===== config.mk =====
export PLATFORM = sky130hd
export DESIGN_NAME = fetch_unit_flat
export DESIGN_NICKNAME = d
export VERILOG_FILES = /design/src/rtl/fetch_unit_if.sv /design/src/rtl/fetch_unit.sv /design/src/flat_wrapper.sv
export SDC_FILE = /design/constraint.sdc
export NUM_CORES = 1
export LEC_CHECK = 0
export BUFFER_PORTS_ARGS = -buffer_cell sky130_fd_sc_hd__buf_2
export CAP_MARGIN = 15
export CORE_AREA = 3 3 187 189
export DETAILED_ROUTE_END_ITERATION = 7
export DIE_AREA = 0 0 190 192
export GPL_TIMING_DRIVEN = 0
export HOLD_SLACK_MARGIN = 0.02
export SLEW_MARGIN = 20
export SYNTH_ARGS = -nofsm -noshare
export SYNTH_HDL_FRONTEND = slang
export SYNTH_SLANG_ARGS = --single-unit

===== constraint.sdc =====
create_clock -name clk -period 12 [get_ports clk]
set_input_delay 0 -clock clk [delete_from_list [all_inputs] [get_ports clk]]
set_output_delay 0 -clock clk [all_outputs]
set_load 0.005 [all_outputs]

===== src/rtl/fetch_unit_if.sv =====
// Fetch unit bus interface.
// Bundles the instruction-memory request/response channel, the redirect input and the
// decode-side handshake. Signal names follow the fetch unit's external port list.
//   master : fetch unit view (drives requests and decode outputs)
//   slave  : environment view (memory, redirect source, decode stage)
// Optional macro FETCH_MISALIGN_TRAP_EN adds the fetch_misalign fault output.
interface fetch_unit_if;
  logic        imem_req_valid;
  logic        imem_req_ready;
  logic [31:0] imem_req_addr;
  logic        imem_rsp_valid;
  logic [31:0] imem_rsp_data;
  logic        redirect_valid;
  logic [31:0] redirect_pc;
  logic        id_valid;
  logic        id_ready;
  logic [31:0] id_instr;
  logic [31:0] id_pc;
  logic [31:0] id_pc_plus4;
`ifdef FETCH_MISALIGN_TRAP_EN
  logic        fetch_misalign;
`endif

  modport master (
`ifdef FETCH_MISALIGN_TRAP_EN
    output fetch_misalign,
`endif
    output imem_req_valid,
    output imem_req_addr,
    output id_valid,
    output id_instr,
    output id_pc,
    output id_pc_plus4,
    input  imem_req_ready,
    input  imem_rsp_valid,
    input  imem_rsp_data,
    input  redirect_valid,
    input  redirect_pc,
    input  id_ready
  );

  modport slave (
`ifdef FETCH_MISALIGN_TRAP_EN
    input  fetch_misalign,
`endif
    input  imem_req_valid,
    input  imem_req_addr,
    input  id_valid,
    input  id_instr,
    input  id_pc,
    input  id_pc_plus4,
    output imem_req_ready,
    output imem_rsp_valid,
    output imem_rsp_data,
    output redirect_valid,
    output redirect_pc,
    output id_ready
  );
endinterface


===== src/rtl/fetch_unit.sv =====
// Instruction fetch unit.
// Issues word-aligned fetch requests from a PC register, tracks in-flight requests in an
// address queue, buffers returned instructions in a DEPTH-entry FIFO and presents them to
// decode. Redirects flush the FIFO and discard responses of requests already in flight.
// Ports:
//   clk   - rising-edge clock
//   reset - synchronous, active-high
//   bus   - fetch_unit_if.master (imem request/response, redirect, decode handshake)
// Parameters: RESET_PC (PC after reset), DEPTH (in-flight + buffered limit, power of two 2..8).
// Optional macro FETCH_MISALIGN_TRAP_EN: misaligned redirects enter a FAULT state that stops
// fetching and raises fetch_misalign until an aligned redirect.
module fetch_unit #(
  parameter logic [31:0] RESET_PC = 32'h0000_0000,
  parameter int unsigned DEPTH    = 2
) (
  input logic          clk,
  input logic          reset,
  fetch_unit_if.master bus
);
  localparam int unsigned PtrW = $clog2(DEPTH);
  localparam int unsigned CntW = $clog2(DEPTH + 1);

  typedef enum logic [0:0] {StRun, StFault} state_e;

  state_e          state_q, state_d;
  logic [31:0]     pc_q, pc_d;
  logic            started_q, started_d;
  logic [CntW-1:0] inflight_q, inflight_d;
  logic [CntW-1:0] drop_q, drop_d;
  logic [CntW-1:0] fifo_cnt_q, fifo_cnt_d;
  logic [PtrW-1:0] aq_wr_q, aq_wr_d, aq_rd_q, aq_rd_d;
  logic [PtrW-1:0] fq_wr_q, fq_wr_d, fq_rd_q, fq_rd_d;

  logic [31:0] aq_pc    [DEPTH];
  logic [31:0] fq_instr [DEPTH];
  logic [31:0] fq_pc    [DEPTH];

  logic          req_valid, req_fire, id_valid, pop, rsp, push, flush, credit, fault_redirect;
  logic [CntW:0] occ;
  logic [31:0]   redirect_tgt;

  assign redirect_tgt = {bus.redirect_pc[31:2], 2'b00};
  assign flush        = bus.redirect_valid;

`ifdef FETCH_MISALIGN_TRAP_EN
  assign fault_redirect = bus.redirect_valid && (bus.redirect_pc[1:0] != 2'b00);
  assign bus.fetch_misalign = !reset && (state_q == StFault);
`else
  logic unused_redirect_lsb;
  assign unused_redirect_lsb = ^bus.redirect_pc[1:0];
  assign fault_redirect      = 1'b0;
`endif

  always_comb begin
    id_valid = !reset && (fifo_cnt_q != '0);
    pop      = id_valid && bus.id_ready;
    // A pop this cycle frees a slot before the new request's response can land, so it counts
    // toward credit; this keeps back-to-back fetch at full rate without overflowing.
    occ      = {1'b0, inflight_q} + {1'b0, fifo_cnt_q} - (CntW+1)'(pop);
    credit   = occ < (CntW+1)'(DEPTH);
    req_valid = !reset && started_q && (state_q == StRun) && !bus.redirect_valid && credit;
    req_fire  = req_valid && bus.imem_req_ready;
    rsp       = bus.imem_rsp_valid && (inflight_q != '0);
    // Stale responses (drop pending) and one coinciding with a redirect never reach the FIFO.
    push      = rsp && (drop_q == '0) && !flush;
  end

  always_comb begin
    bus.imem_req_valid = req_valid;
    bus.imem_req_addr  = pc_q;
    bus.id_valid       = id_valid;
    bus.id_instr       = fq_instr[fq_rd_q];
    bus.id_pc          = fq_pc[fq_rd_q];
    bus.id_pc_plus4    = fq_pc[fq_rd_q] + 32'd4;
  end

  always_comb begin
    state_d    = state_q;
    pc_d       = pc_q;
    started_d  = 1'b1;
    inflight_d = inflight_q;
    drop_d     = drop_q;
    fifo_cnt_d = fifo_cnt_q;
    aq_wr_d    = aq_wr_q;
    aq_rd_d    = aq_rd_q;
    fq_wr_d    = fq_wr_q;
    fq_rd_d    = fq_rd_q;

    if (flush) begin
      pc_d = redirect_tgt;
    end else if (req_fire) begin
      pc_d = pc_q + 32'd4;
    end

    if (req_fire && !rsp) begin
      inflight_d = inflight_q + CntW'(1);
    end else if (!req_fire && rsp) begin
      inflight_d = inflight_q - CntW'(1);
    end

    // Everything still in flight after a redirect belongs to the old stream.
    if (flush) begin
      drop_d = inflight_q - CntW'(rsp);
    end else if (rsp && (drop_q != '0)) begin
      drop_d = drop_q - CntW'(1);
    end

    if (req_fire) aq_wr_d = aq_wr_q + PtrW'(1);
    if (rsp)      aq_rd_d = aq_rd_q + PtrW'(1);

    if (flush) begin
      fifo_cnt_d = '0;
      fq_wr_d    = '0;
      fq_rd_d    = '0;
    end else begin
      if (push) fq_wr_d = fq_wr_q + PtrW'(1);
      if (pop)  fq_rd_d = fq_rd_q + PtrW'(1);
      if (push && !pop) begin
        fifo_cnt_d = fifo_cnt_q + CntW'(1);
      end else if (!push && pop) begin
        fifo_cnt_d = fifo_cnt_q - CntW'(1);
      end
    end

    if (flush) begin
      state_d = fault_redirect ? StFault : StRun;
    end
  end

  always_ff @(posedge clk) begin
    if (reset) begin
      state_q    <= StRun;
      pc_q       <= RESET_PC;
      started_q  <= 1'b0;
      inflight_q <= '0;
      drop_q     <= '0;
      fifo_cnt_q <= '0;
      aq_wr_q    <= '0;
      aq_rd_q    <= '0;
      fq_wr_q    <= '0;
      fq_rd_q    <= '0;
    end else begin
      state_q    <= state_d;
      pc_q       <= pc_d;
      started_q  <= started_d;
      inflight_q <= inflight_d;
      drop_q     <= drop_d;
      fifo_cnt_q <= fifo_cnt_d;
      aq_wr_q    <= aq_wr_d;
      aq_rd_q    <= aq_rd_d;
      fq_wr_q    <= fq_wr_d;
      fq_rd_q    <= fq_rd_d;
    end
  end

  // Storage arrays carry no reset; occupancy counters define validity.
  always_ff @(posedge clk) begin
    if (req_fire) begin
      aq_pc[aq_wr_q] <= pc_q;
    end
    if (push) begin
      fq_instr[fq_wr_q] <= bus.imem_rsp_data;
      fq_pc[fq_wr_q]    <= aq_pc[aq_rd_q];
    end
  end
endmodule


===== src/flat_wrapper.sv =====
// flat-port wrapper written by rule: the top's interface ports become plain ports
module fetch_unit_flat 
#(
  parameter logic [31:0] RESET_PC = 32'h0000_0000,
  parameter int unsigned DEPTH    = 2
)
  (clk, reset, bus_imem_req_valid, bus_imem_req_addr, bus_id_valid, bus_id_instr, bus_id_pc, bus_id_pc_plus4, bus_imem_req_ready, bus_imem_rsp_valid, bus_imem_rsp_data, bus_redirect_valid, bus_redirect_pc, bus_id_ready);
  fetch_unit_if bus_i ();
  input logic clk;
  input logic reset;
  output wire logic [$bits(bus_i.imem_req_valid)-1:0] bus_imem_req_valid;
  output wire logic [$bits(bus_i.imem_req_addr)-1:0] bus_imem_req_addr;
  output wire logic [$bits(bus_i.id_valid)-1:0] bus_id_valid;
  output wire logic [$bits(bus_i.id_instr)-1:0] bus_id_instr;
  output wire logic [$bits(bus_i.id_pc)-1:0] bus_id_pc;
  output wire logic [$bits(bus_i.id_pc_plus4)-1:0] bus_id_pc_plus4;
  input wire logic [$bits(bus_i.imem_req_ready)-1:0] bus_imem_req_ready;
  input wire logic [$bits(bus_i.imem_rsp_valid)-1:0] bus_imem_rsp_valid;
  input wire logic [$bits(bus_i.imem_rsp_data)-1:0] bus_imem_rsp_data;
  input wire logic [$bits(bus_i.redirect_valid)-1:0] bus_redirect_valid;
  input wire logic [$bits(bus_i.redirect_pc)-1:0] bus_redirect_pc;
  input wire logic [$bits(bus_i.id_ready)-1:0] bus_id_ready;
  assign bus_imem_req_valid = bus_i.imem_req_valid;
  assign bus_imem_req_addr = bus_i.imem_req_addr;
  assign bus_id_valid = bus_i.id_valid;
  assign bus_id_instr = bus_i.id_instr;
  assign bus_id_pc = bus_i.id_pc;
  assign bus_id_pc_plus4 = bus_i.id_pc_plus4;
  assign bus_i.imem_req_ready = bus_imem_req_ready;
  assign bus_i.imem_rsp_valid = bus_imem_rsp_valid;
  assign bus_i.imem_rsp_data = bus_imem_rsp_data;
  assign bus_i.redirect_valid = bus_redirect_valid;
  assign bus_i.redirect_pc = bus_redirect_pc;
  assign bus_i.id_ready = bus_id_ready;
  fetch_unit #(.RESET_PC(RESET_PC), .DEPTH(DEPTH)) u_core (.clk(clk), .reset(reset), .bus(bus_i));
endmodule

# [Yosys cells after proc, flatten, opt, wreduce, memory -nomap -nowiden]
# Memory sizes are Yosys's and may differ from the RTL's. A register that Yosys moved wholly into a read port is not among the register bits.
# Index checks and enable logic that the tools add are counted.
[op_classes] n_mux=19 n_reduce_logical=29 add_sub_neg=14 magnitude_cmp=1
[ops] cell="adder 32 x 3 -> 32 bit, second input constant" count=2
[ops] cell="two-way mux 32 bit" count=2
[ops] cell="logical AND 1 bit" count=14
[ops] cell="nonzero test 2 bit" count=7
[ops] cell="two-way mux 2 bit" count=6
[ops] cell="two-way mux 1 bit" count=11
[ops] cell="logical NOT 1 bit" count=6
[ops] cell="subtractor 2 x 1 -> 2 bit, second input constant" count=3
[ops] cell="adder 1 bit, second input constant" count=4
[ops] cell="adder 2 x 1 -> 2 bit, second input constant" count=2
[ops] cell="adder 2 x 2 -> 3 bit" count=1
[ops] cell="less-than comparator 3 x 2 -> 1 bit, second input constant" count=1
[ops] cell="subtractor 3 x 1 -> 3 bit" count=1
[ops] cell="logical NOT 2 bit" count=1
[ops] cell="OR reduction 2 bit" count=1
[ops] cell="subtractor 2 x 1 -> 2 bit" count=1
[word_totals] n_memories=3 ramBits=192 elab_cells=76 out_inout_bits=130 inputBits=70 register_bits=43
[mem_list] name="u_core.aq_pc" words=2 width=32 read_ports=1 rd_clocked_by_memory_dff=1 write_ports=1 line="fetch_unit.sv:34" source="logic [31:0] aq_pc [DEPTH];"
[mem_list] name="u_core.fq_instr" words=2 width=32 read_ports=1 rd_clocked_by_memory_dff=1 write_ports=1 line="fetch_unit.sv:35" source="logic [31:0] fq_instr [DEPTH];"
[mem_list] name="u_core.fq_pc" words=2 width=32 read_ports=1 rd_clocked_by_memory_dff=1 write_ports=1 line="fetch_unit.sv:36" source="logic [31:0] fq_pc [DEPTH];"

# [Depth between registers and ports, before layout]
# Gate-level depths: netlist (run 1).
[depth] depth_word=11 ltp_mapped=15 mapped_depth_nobuf=14

# [Worst setup path before layout (run 1)]
# No wires, ideal clock.
[synth_path] kind="reg2reg" startpoint="reg u_core.inflight_q[0]" endpoint="mem u_core.fq_instr[0][0], enable pin" n_path_buf=0 setup_time_ps=490 path_stages_with_launch=4 synth_period_minus_slack_ps=4221 path_slack_ps=7779 arrival_time_ps=3731 t_required_ps=11510 cell_sequence="dfxtp_1 > o21ai_1 > nor3b_1 > nor2b_1"
[synth_between] elab_chain_len=6
[synth_rtl] item="start, declared" line="fetch_unit.sv:28" source="logic [CntW-1:0] inflight_q, inflight_d;"
[synth_rtl] item="start signal, assigned" line="fetch_unit.sv:146" source="inflight_q <= inflight_d;"
[synth_rtl] item="nonzero test 2 bit" line="fetch_unit.sv:63" source="rsp = bus.imem_rsp_valid && (inflight_q != '0);"
[synth_rtl] item="logical AND 1 bit" line="fetch_unit.sv:63"
[synth_rtl] item="logical AND 1 bit (2 in series)" line="fetch_unit.sv:65" source="push = rsp && (drop_q == '0) && !flush;"
[synth_rtl] item="net u_core.push" line="fetch_unit.sv:38" source="logic req_valid, req_fire, id_valid, pop, rsp, push, flush, credit, fault_redirect;"
[synth_rtl] item="two-way mux 1 bit" line="fetch_unit.sv:161" source="if (push) begin"
[synth_rtl] item="two-way mux 1 bit (not written as such)" line="fetch_unit.sv:162" source="fq_instr[fq_wr_q] <= bus.imem_rsp_data;"
[synth_rtl] item="end, declared" line="fetch_unit.sv:35"
# The timed path passes the listed nets, and every way through them passes these cells.

==> results.py, run 1 <==
metrics = {
    "timing": {
        "tns_ns": 0,
        "final-setup-viol-count": 0,
        "period_share_pct": 35.99,
        "rsz0062_at_grt": "false",
        "max_freq_ghz": 0.2316,
        "finalCriticalPeriod_ns": 4.318,
        "slew_violations": 0,
        "slew_headroom_pct": 43.51,
        "final_hold_viol_count": 0,
        "worstMarginPinSlew_ns": 0.8423,
        "final.setup_skew_ns": 0.01005,
    },
    "logic_synthesis": {
        "syn_inst": 727,
        "ys_seq_elements": 227,
        "synth_area_um2": 9947,
        "synthFlopType": "edfxtp_1",
        "ys_types": 63,
        "synth_edf_count": 184,
        "synth_warnings": 0,
        "synth.avg_cell_area_um2": 13.68,
        "yosysSeqAreaShare_pct": 64.20,
        "async_flop_share_pct": 0,
    },
    "final_layout": {
        "multi_input_area_um2": 3307,
        "ff_latch_area_um2": 6386,
        "drive_gt1_share_pct": 33.94,
        "syn_to_final_growth_pct": 32.33,
        "fill_cells": 3134,
        "nNetsFinal": 1105,
        "diodes": 0,
    },
    "detailed_routing": {
        "drcViolationCount": 0,
        "vias": 6916,
        "ant_nets": 0,
        "finalWirelength_um": 26050,
        "avgViaCountPerCell": 4.629,
        "drtIter0Drc": 483,
        "wl_per_cell_um": 17.43,
        "dr.pass1.iters": 5,
    },
    "pwr": {
        "leakage_nw": 4.897,
        "design_power_total_mw": 2.008,
        "power_density_nw_per_um2": 152.5,
        "peakVddDrop_mv": 0.09462,
    },
    "worst_hold_path": {
        "min_to": "u_core.aq_rd_q",
        "hold_depth": 4,
        "hold_start": "bus_imem_rsp_valid",
        "hold_class": "input pin to flip-flop",
    },
    "critical_path": {
        "rr_worst_depth": 12,
        "reg2reg_from": "u_core.fifo_cnt_q[0]",
        "required_ns": 12.00,
        "worst-r2r-setup-slack_ns": 8.18,
        "startpoint_type": "flip-flop",
        "crit_type": "flip-flop to output port",
        "rr_endpoint": "u_core.aq_pc[1][30]",
        "cp-end-kind": "output port",
        "cp_max_fo": 10,
        "critPathArrivalTime_ns": 4.32,
    },
    "grt": {
        "grt_pass1_wl_um": 39690,
        "overflow": 0,
        "antenna_found_initial": 0,
        "track_usage_pct": 13.80,
        "grt_pass1_vias": 6933,
        "grt_start_max_net_pins": 49,
    },
    "floorplan": {
        "core-area_um2": 33450,
        "fp.dieW_um": 190,
        "pin_count": 200,
        "rows": 67,
        "die_h_um": 192,
        "initial_core_util_pct": 29.74,
        "dieArea_um2": 36480,
    },
    "placement": {
        "dp_hpwl_um": 18750,
        "gp_congestion": 0.8111,
        "port-buffer-count": 191,
    },
    "cts": {
        "htreeDepth": 1,
        "cts_setup_buffers": 0,
        "cts_sinks": 227,
        "path_clk_slew_ns": 0.06,
        "cts_tree": "yes",
        "cts_buffer_depth": 3,
        "cts_buffers": 26,
        "cts_root_buf": "clkbuf_16",
        "clk_latency_ns": 0.51,
    },
    "outcome": {
        "status": "completed",
    },
    "run": {
        "cap_violations": 0,
    },
}
## how the worst max path moves through the flow
stage,depth (start not counted),from,endpoint
floorplan,3,u_core.inflight_q[0],u_core.fq_instr[0][0]
global placement,3,u_core.inflight_q[0],u_core.fq_instr[0][12]
detailed placement,14,flip-flop,bus_id_pc_plus4[26]
CTS,14,flip-flop,bus_id_pc_plus4[26]
global route,14,flip-flop,bus_id_pc_plus4[26]
finish,14,flip-flop,bus_id_pc_plus4[26]
## cells in the mapped netlist, types with 3 or more instances
cell / count / share of area [%]
nand2b_1: 3 / 0.19
inv_1: 27 / 1.0
nand3_1: 28 / 1.4
or3_1: 5 / 0.31
o22ai_1: 5 / 0.31
dfxtp_1: 43 / 8.7
nand4_2: 3 / 0.38
a22oi_1: 9 / 0.68
o21ai_0: 18 / 0.91
nor2b_1: 10 / 0.63
buf_4: 7 / 0.53
o21a_1: 3 / 0.23
a211oi_1: 3 / 0.23
and2_1: 5 / 0.31
a32oi_1: 4 / 0.35
buf_2: 11 / 0.55
clkbuf_1: 15 / 0.57
xnor2_1: 26 / 2.3
nand2_1: 40 / 1.5
xor2_1: 22 / 1.9
a31oi_1: 7 / 0.44
nor3_1: 12 / 0.60
a21oi_1: 22 / 1.1
mux2i_1: 11 / 1.1
nand4_1: 21 / 1.3
mux2_2: 81 / 9.2
nor2_1: 47 / 1.8
edfxtp_1: 184 / 56
ha_1: 8 / 1.0
## layout by cell type (no fill, tap or decap), drive strengths merged, types with 3 or more instances in the layout
cell,instances
xnor2,26
a221oi,3
nand4b,5
o21ai,19
mux2,81
or3,5
dlygate4sd3,70
nor4,5
a31oi,7
inv,28
nor3,12
conb,6
nand3,30
o21a,3
nand2,41
o22ai,6
buf,216
nand2b,3
a32oi,4
mux2i,11
a21oi,22
ha,8
edfxtp,184
dfxtp,43
nand4,24
a22oi,9
xor2,22
and2,6
clkbuf,50
nor2,47
a211oi,3
clkinv,10
nor2b,10
## sequential cells by signal, indices dropped and copies added, names as in the netlist, named ones only
register                  cells
u_core.fifo_cnt_q             2
u_core.bus.imem_req_addr     30
u_core.fq_rd_q                1
u_core.inflight_q             2
u_core.started_q              1
u_core.fq_pc                 60
u_core.fq_wr_q                1
u_core.fq_instr              64
u_core.aq_pc                 60
u_core.aq_wr_q                1
u_core.drop_q                 2
u_core.aq_rd_q                1
## per-stage QoR
stage / instance area (um^2) / hold slack, ns / util, % / instances / setup WS [ns]
2_1_floorplan: 9966 / 0.08557 / - / 732 / 7.779
3_3_place_gp: 11480 / 0.1887 / 34.33 / 1371 / 5.520
3_5_place_dp: 11630 / 0.1917 / 34.77 / 1376 / 8.015
4_1_cts: 13160 / 0.02825 / 39.35 / 1494 / 7.460
5_1_grt: 13160 / 0.08813 / 39.35 / 1494 / 7.239
6_report: 13160 / 0.06235 / 39.35 / 1494 / 7.682
## report_power, final
group	total, mW	switching (mW)	internal, mW
Clock	0.761	0.301	0.460
Sequential	0.949	0.0343	0.915
Combinational	0.298	0.154	0.144
## worst max-delay path, cell delays in order (launching register included)
cell      delay, ns
dfxtp_1        0.32
buf_6          0.16
buf_6          0.17
buf_4          0.19
clkbuf_1       0.41
buf_2          0.39
mux2i_1        0.14
inv_1          0.09
ha_1           0.20
inv_1          0.06
a211oi_1       0.70
nand2_1        0.31
a211oi_1       0.31
xnor2_1        0.18
buf_2          0.15
## cell families (layout without fill, tap and decap cells)
kind of cell / count (synthesis) / in the layout / synth area share, %
multiplexers: 92 / 92 / 10.28
adder cells (fa/ha/maj): 9 / 9 / 1.208
AO/OA/AOI/OAI: 88 / 88 / 5.912
flip-flops: 227 / 227 / 64.20
AND/OR/NAND/NOR: 199 / 199 / 11.21
buffers and inverters: 63 / 377 / 2.931
XOR/XNOR: 48 / 48 / 4.226
other: 1 / 6 / 0.03770
## layout make-up
cell class / count / area share [%]
well taps: 448 / 4.259
clock inverters: 13 / 0.8745
multi-input cells: 442 / 25.12
clock buffers: 35 / 5.437
flip-flops and latches: 227 / 48.52
repair buffers: 266 / 13.57
plain buffers: 35 / 1.416
inverters: 28 / 0.7985
## layer usage
metal / track usage (%) / routed length, um / vias up
met1: 18.89 / 11640 / 3280
met2: 22.64 / 11950 / 273
met4: 3.298 / 520 / 0
li1: - / - / 3325
met3: 2.683 / 1935 / 38
met5: 0 / 0 / -
## timing repair
item	CTS	global route
resized for setup	0	0
hold endpoints to repair	98	0
hold buffers	70	0
setup endpoints to repair	0	0
Power figures use the tool's default switching activity.
==> run 2, diff against run 1 <==
--- a/config.mk
+++ b/config.mk
@@ -5,11 +5,12 @@
 export SDC_FILE = /design/constraint.sdc
 export NUM_CORES = 1
 export LEC_CHECK = 0
+export ABC_AREA = 1
 export BUFFER_PORTS_ARGS = -buffer_cell sky130_fd_sc_hd__buf_2
 export CAP_MARGIN = 15
-export CORE_AREA = 3 3 187 189
+export CORE_AREA = 3 3 193 195
 export DETAILED_ROUTE_END_ITERATION = 7
-export DIE_AREA = 0 0 190 192
+export DIE_AREA = 0 0 196 198
 export GPL_TIMING_DRIVEN = 0
 export HOLD_SLACK_MARGIN = 0.02
 export SLEW_MARGIN = 20
==> constraint.sdc (replaced) <==
create_clock -name clk -period 4.35 [get_ports clk]
set_input_delay 0 -clock clk [delete_from_list [all_inputs] [get_ports clk]]
set_output_delay 0 -clock clk [all_outputs]
set_load 0.005 [all_outputs]
==> run 2 against run 1 <==
Worst setup slack got worse by 6.8 ns. Non-clock buffer count increased by 2. Clock skew increased by 0.0014 ns. Clock power increased to 2.9 times the previous value. Core utilization about the same. Sequential power increased to 2.7 times the previous value. Combinational power increased to 2.9 times the previous value. First-iteration DRC count decreased by 11%. Critical path type is now flip-flop to flip-flop. Highest routed layer unchanged.
==> results.py, run 2 <==
metrics = {
    "cts": {
        "cts_buffers": 26,
        "cts_buffer_depth": 3,
        "path_clk_slew_ns": 0.06,
        "htreeDepth": 1,
        "cts_root_buf": "clkbuf_16",
        "cts_setup_buffers": 0,
        "cts_tree": "yes",
        "cts_sinks": 227,
        "clk_latency_ns": 0.53,
    },
    "critical_path": {
        "critPathArrivalTime_ns": 3.85,
        "required_ns": 4.77,
        "cp_max_fo": 10,
        "rr_worst_depth": 17,
        "crit_type": "flip-flop to flip-flop",
        "startpoint_type": "flip-flop",
        "rr_endpoint": "u_core.bus.imem_req_addr[8]",
        "cp-end-kind": "flip-flop",
        "reg2reg_from": "u_core.fifo_cnt_q[0]",
        "worst-r2r-setup-slack_ns": 0.92,
    },
    "run": {
        "cap_violations": 0,
    },
    "logic_synthesis": {
        "ys_types": 33,
        "ys_top_cells_by_count": "252 x nand2_1, 184 x edfxtp_1, 134 x inv_1, 116 x nor2_1, 62 x mux2_2",
        "yosysSeqAreaShare_pct": 60.08,
        "synth_fa_ha_area_share_pct": 1.130,
        "ys_top_cells_by_area": "edfxtp_1 52%, nand2_1 8.9%, dfxtp_1 8.1%",
        "synth_top_area_share_pct": 51.98,
        "yosys.area.top_type": "edfxtp_1",
        "syn_inst": 1048,
        "synth_warnings": 0,
        "synth-compound-area-share_pct": 5.697,
        "synthSimpleGateAreaFrac_pct": 17.46,
        "async_flop_share_pct": 0,
        "synthFlopType": "edfxtp_1",
        "ys_seq_elements": 227,
        "synth_area_um2": 10630,
        "synth_top_family_by_area": "simple AND/OR/NAND/NOR gates",
        "synth_edf_count": 184,
        "synth_mux_area_share_pct": 6.569,
        "synth.most_common_cell": "nand2_1",
        "synth.avg_cell_area_um2": 10.14,
        "synth-xor-area-share_pct": 2.390,
    },
    "grt": {
        "grt_pass1_wl_um": 44100,
        "track_usage_pct": 14.39,
        "grt_pass1_vias": 7846,
        "antenna_found_initial": 0,
        "grt_start_max_net_pins": 26,
        "overflow": 0,
    },
    "pwr": {
        "leakage_nw": 5.734,
        "p_clk_share_pct": 39.2,
        "intPower_mw": 4.238,
        "p_seq_share_pct": 45.7,
        "power_density_nw_per_um2": 403.2,
        "peakVddDrop_mv": 0.2880,
        "combPwrFrac_pct": 15.1,
        "p_sw_mw": 1.409,
        "switching_share_pct": 24.96,
    },
    "placement": {
        "port-buffer-count": 190,
        "gp_congestion": 0.8506,
        "pre_cts_ws_ns": 0.9660,
        "dp_hpwl_um": 21710,
    },
    "floorplan": {
        "core-area_um2": 35570,
        "die_h_um": 198,
        "fp.dieW_um": 196,
        "initial_core_util_pct": 29.88,
        "pin_count": 200,
        "rows": 69,
        "dieArea_um2": 38810,
    },
    "detailed_routing": {
        "finalWirelength_um": 28970,
        "wl_per_cell_um": 15.80,
        "vias": 8245,
        "drcViolationCount": 0,
        "dr.pass1.iters": 5,
        "avgViaCountPerCell": 4.498,
        "drtIter0Drc": 429,
        "ant_nets": 0,
    },
    "final_layout": {
        "largest_reg_flops": 64,
        "syn_to_final_growth_pct": 31.79,
        "utilization_pct": 39.38,
        "largest-register": "u_core.fq_instr",
        "diodes": 0,
        "final_common_cell": "nand2_1",
        "nNetsFinal": 1432,
        "final_cell_mix": "252 x nand2_1, 199 x buf_2, 184 x edfxtp_1",
        "drive_gt1_share_pct": 26.53,
        "reg_top3": "u_core.fq_instr: 64 flops, u_core.aq_pc: 60 flops, u_core.fq_pc: 60 flops",
    },
    "timing": {
        "setup_ws_ns": 0.9230,
        "final_hold_viol_count": 0,
        "slew_violations": 0,
        "worstMarginPinSlew_ns": 0.6227,
        "rsz0062_at_grt": "false",
        "final-setup-viol-count": 0,
        "slew_headroom_pct": 58.48,
        "max_freq_ghz": 0.2918,
        "period_share_pct": 78.78,
        "finalCriticalPeriod_ns": 3.427,
        "final.setup_skew_ns": 0.01149,
    },
    "worst_hold_path": {
        "min_to": "u_core.drop_q[1]",
        "hold_start": "bus_redirect_valid",
        "hold_class": "input pin to flip-flop",
        "hold_depth": 5,
    },
    "outcome": {
        "status": "completed",
    },
}
-- run 2: changes by cell type after synthesis, moves of 11 or more --
cell / change
inv_1: +107
mux2_2: -19
mux2i_1: -11
nand2_1: +212
nand3_1: +22
nand4_1: -14
nor2_1: +69
nor3_1: -11
o21ai_0: +17
o21ai_2: +20
xnor2_1: -20
-- run 2: how the worst max path moves through the flow --
| stage | endpoint | startpoint | cells after the start | slack [ns] |
|---|---|---|---|---|
| final | u_core.bus.imem_req_addr[8] | u_core.fifo_cnt_q[0] | 17 | 0.92 |
| after global routing | u_core.inflight_q[1] | u_core.fifo_cnt_q[0] | 17 | 0.60 |
| after CTS | u_core.bus.imem_req_addr[9] | u_core.fifo_cnt_q[0] | 17 | 0.92 |
| after detailed placement | u_core.inflight_q[1] | u_core.fifo_cnt_q[0] | 17 | 0.97 |
| after global placement | u_core.fq_instr[1][30] | u_core.inflight_q[0] | 3 | -1.33 |
| after floorplan | u_core.aq_pc[0][10] | u_core.fifo_cnt_q[1] | 12 | 0.44 |
-- run 2: per-stage QoR --
stage	hold slack, ns	area (um^2)	setup TNS [ns]	power (mW)	std cells
after floorplan	0.03507	10650	0	3.076	1053
after global placement	0.1886	12180	-186.19	3.391	1704
after detailed placement	0.1914	12400	0	3.424	1712
after CTS	0.05809	14010	0	5.701	1833
after global routing	0.1266	14010	0	5.896	1833
final	0.07404	14010	0	5.648	1833
-- run 2: worst max-delay path, stage by stage (launching register included) --
cell           delay (ns)
dfxtp_1              0.34
inv_1                0.08
a21oi_1              0.17
nand2_1              0.14
inv_1                0.09
ha_1                 0.22
or2_2                0.30
fa_1                 0.49
nand2_1              0.06
nor2_2               0.14
nand3_2              0.12
nand2_2              0.21
inv_2                0.15
nand2_1              0.08
nand3_1              0.07
dlygate4sd3_1        0.55
nand2_1              0.06
inv_1                0.04
-- run 2: per-layer routing --
metal	wire length, um	track usage (%)
met3	2300	2.842
met2	12970	23.46
met4	447	3.090
met5	0	0
met1	13250	20.02
-- run 2: layout make-up --
type,instances,area (um^2)
fillers,3457,21560
flip-flops and latches,227,6386
multi-input cells,659,3586
repair buffers,272,1882
clock buffers,30,686.9
well taps,461,576.8
inverters,136,510.5
plain buffers,31,195.2
clock inverters,17,185.2
-- run 2: what timing repair did --
action | CTS | global route
endpoints found under the hold margin | 99 | 0
hold buffers | 74 | 0
resized for setup | 0 | 0
-- run 2: power groups by stage --
stage / combinational, mW / sequential (mW) / clock, mW
after detailed placement: 0.801 / 2.62 / 0
after CTS: 0.861 / 2.58 / 2.26
after global routing: 0.949 / 2.59 / 2.36
after global placement: 0.763 / 2.63 / 0
after floorplan: 0.471 / 2.60 / 0
final: 0.854 / 2.58 / 2.21
-- run 2: cell families (layout without fill, tap and decap cells) --
| kind of cell | count (synthesis) | after routing |
|---|---|---|
| simple gates | 452 | 452 |
| buf+inv | 167 | 486 |
| compound gates | 101 | 101 |
| mux | 62 | 62 |
| other cells | 1 | 6 |
| fa+ha+maj | 9 | 9 |
| xor+xnor | 29 | 29 |
| flops | 227 | 227 |
==> run 3, diff against run 2 <==
==> constraint.sdc (replaced) <==
create_clock -name clk -period 2.98 [get_ports clk]
set_input_delay 0 -clock clk [delete_from_list [all_inputs] [get_ports clk]]
set_output_delay 0 -clock clk [all_outputs]
set_load 0.005 [all_outputs]
==> run 3 against run 2 <==
Cell area grew 0.63%. Largest cell class unchanged. Via count about the same. Sequential power rose by 46%. Register-to-register slack worse by 0.79 ns. Core utilization rose by 0.25 points. Critical endpoint is now u_core.inflight_q[1].
==> results.py, run 3 (synthesis results as in run 2) <==
metrics = {
    "timing": {
        "rsz0062_at_grt": "true",
        "worstMarginPinSlew_ns": 0.6712,
        "slew_violations": 0,
        "final-setup-viol-count": 0,
        "slew_headroom_pct": 54.95,
        "finalHoldWorstSlack_ns": 0.1430,
        "finalCriticalPeriod_ns": 2.849,
        "max_freq_ghz": 0.3511,
        "final_hold_viol_count": 0,
        "final.setup_skew_ns": 0.01418,
        "setup_ws_ns": 0.1314,
        "period_share_pct": 95.59,
    },
    "final_layout": {
        "final_cell_mix": "251 x nand2_1, 195 x buf_2, 184 x edfxtp_1",
        "drive_gt1_share_pct": 27.93,
        "largest-register": "u_core.fq_instr",
        "stdcell_area_um2": 14100,
        "diodes": 0,
        "final_common_cell": "nand2_1",
        "reg_top3": "u_core.fq_instr: 64 flops, u_core.aq_pc: 60 flops, u_core.fq_pc: 60 flops",
        "syn_to_final_growth_pct": 32.62,
        "largest_reg_flops": 64,
        "nNetsFinal": 1443,
    },
    "detailed_routing": {
        "dr.pass1.iters": 5,
        "vias": 8237,
        "wl_per_cell_um": 15.77,
        "drtIter0Drc": 554,
        "ant_nets": 0,
        "finalWirelength_um": 29070,
        "drcViolationCount": 0,
        "avgViaCountPerCell": 4.469,
    },
    "floorplan": {
        "core-area_um2": 35570,
        "fp.dieW_um": 196,
        "pin_count": 200,
        "dieArea_um2": 38810,
        "rows": 69,
        "die_h_um": 198,
        "initial_core_util_pct": 29.88,
    },
    "grt": {
        "track_usage_pct": 14.61,
        "grt_pass1_vias": 7888,
        "grt_start_max_net_pins": 25,
        "overflow": 0,
        "antenna_found_initial": 0,
        "grt_pass1_wl_um": 44550,
    },
    "pwr": {
        "p_seq_share_pct": 47.3,
        "switching_share_pct": 25.66,
        "p_sw_mw": 2.042,
        "power_density_nw_per_um2": 564.6,
        "p_clk_share_pct": 36.5,
        "combPwrFrac_pct": 16.1,
        "peakVddDrop_mv": 0.3894,
        "leakage_nw": 5.746,
        "intPower_mw": 5.917,
    },
    "critical_path": {
        "critPathBufInv": 4,
        "critical_path.top_delay_family": "adder cells",
        "cp_cell_sequence": "inv_2 -> a21oi_2 -> nand2_2 -> inv_2 -> ha_4 -> or2_4 -> fa_1 -> nand2_1 -> nor2_2 -> nand3_2 -> inv_2 -> buf_8 -> ha_4 -> a21oi_2 -> o21ai_2 -> o21ai_1 -> a21oi_1",
        "crit_path_top_delay_cell": "fa_1",
        "startpoint_type": "flip-flop",
        "worst-r2r-setup-slack_ns": 0.13,
        "required_ns": 3.39,
        "max_stage_delay_ns": 0.54,
        "critPathArrivalTime_ns": 3.25,
        "cp_common_cell": "inv_2",
        "cp_max_fo": 4,
        "cp-end-kind": "flip-flop",
        "crit_type": "flip-flop to flip-flop",
    },
    "worst_hold_path": {
        "hold_class": "input pin to flip-flop",
    },
    "run": {
        "cap_violations": 0,
    },
    "cts": {
        "cts_sinks": 227,
        "clk_latency_ns": 0.52,
        "cts_tree": "yes",
        "cts_buffers": 25,
        "path_clk_slew_ns": 0.06,
        "cts_buffer_depth": 3,
        "cts_root_buf": "clkbuf_16",
        "htreeDepth": 1,
    },
    "placement": {
        "gp_congestion": 0.8396,
        "pre_cts_ws_ns": -0.4041,
        "postPlaceCellArea_um2": 12370,
        "port-buffer-count": 190,
        "dp_hpwl_um": 21690,
    },
    "outcome": {
        "status": "completed",
    },
}
## run 3: per-stage QoR
stage                     std cells  utilization (%)  total power [mW]  setup TNS, ns
after floorplan                1053                -             4.493       -0.01924
after global placement         1704            34.32             4.948        -143.22
after detailed placement       1710            34.77             4.991         -23.78
after CTS                      1840            39.44             8.029              0
after global routing           1843            39.63             8.315       -0.03230
final                          1843            39.63             7.959              0
## run 3: path summary, 6_finish.rpt
kind                   startpoint                           end  depth (start not counted)
min            bus_redirect_valid  u_core.bus.imem_req_addr[15]                          4
max          u_core.fifo_cnt_q[0]          u_core.inflight_q[1]                         17
max reg2reg  u_core.fifo_cnt_q[0]          u_core.inflight_q[1]                         17
min reg2reg        u_core.aq_rd_q                u_core.aq_rd_q                          1
## run 3: layout make-up
class | instances | area (um^2)
clock inverters | 10 | 82.58
inverters | 136 | 513.0
well taps | 461 | 576.8
clock buffers | 35 | 683.2
repair buffers | 283 | 1984
fillers | 3467 | 21470
multi-input cells | 661 | 3655
plain buffers | 30 | 212.7
flip-flops and latches | 227 | 6389
## run 3: what timing repair did
| action | in CTS | in global routing |
|---|---|---|
| endpoints found under the setup margin | 62 | 83 |
| gates resized for setup | 10 | 8 |
| gates cloned | 2 | 0 |
| endpoints found under the hold margin | 101 | 0 |
| hold buffers | 72 | 0 |
| buffers inserted | 11 | 4 |
| pin swaps | 6 | 8 |
## run 3: worst register-to-register path, stage by stage, from the launching register on
cell	delay [ns]
dfxtp_2	0.34
inv_2	0.06
a21oi_2	0.15
nand2_2	0.09
inv_2	0.08
ha_4	0.19
or2_4	0.23
fa_1	0.54
nand2_1	0.06
nor2_2	0.12
nand3_2	0.13
inv_2	0.10
buf_8	0.10
ha_4	0.19
a21oi_2	0.12
o21ai_2	0.07
o21ai_1	0.13
a21oi_1	0.05
## run 3: layer usage
metal	GRT usage, %	vias up	part of all wire, %
li1	-	4099	-
met1	20.43	3787	46
met2	23.73	315	45
met3	3.233	36	8.2
met4	2.456	0	1.5
met5	0	-	0
## run 3: power by group through the flow
stage          logic (mW)  registers, mW  clock network (mW)
2_1_floorplan       0.695           3.80                   0
3_5_place_dp         1.16           3.83                   0
4_1_cts              1.28           3.77                2.98
5_1_grt              1.43           3.79                3.10
6_report             1.29           3.77                2.91
3_3_place_gp         1.12           3.83                   0
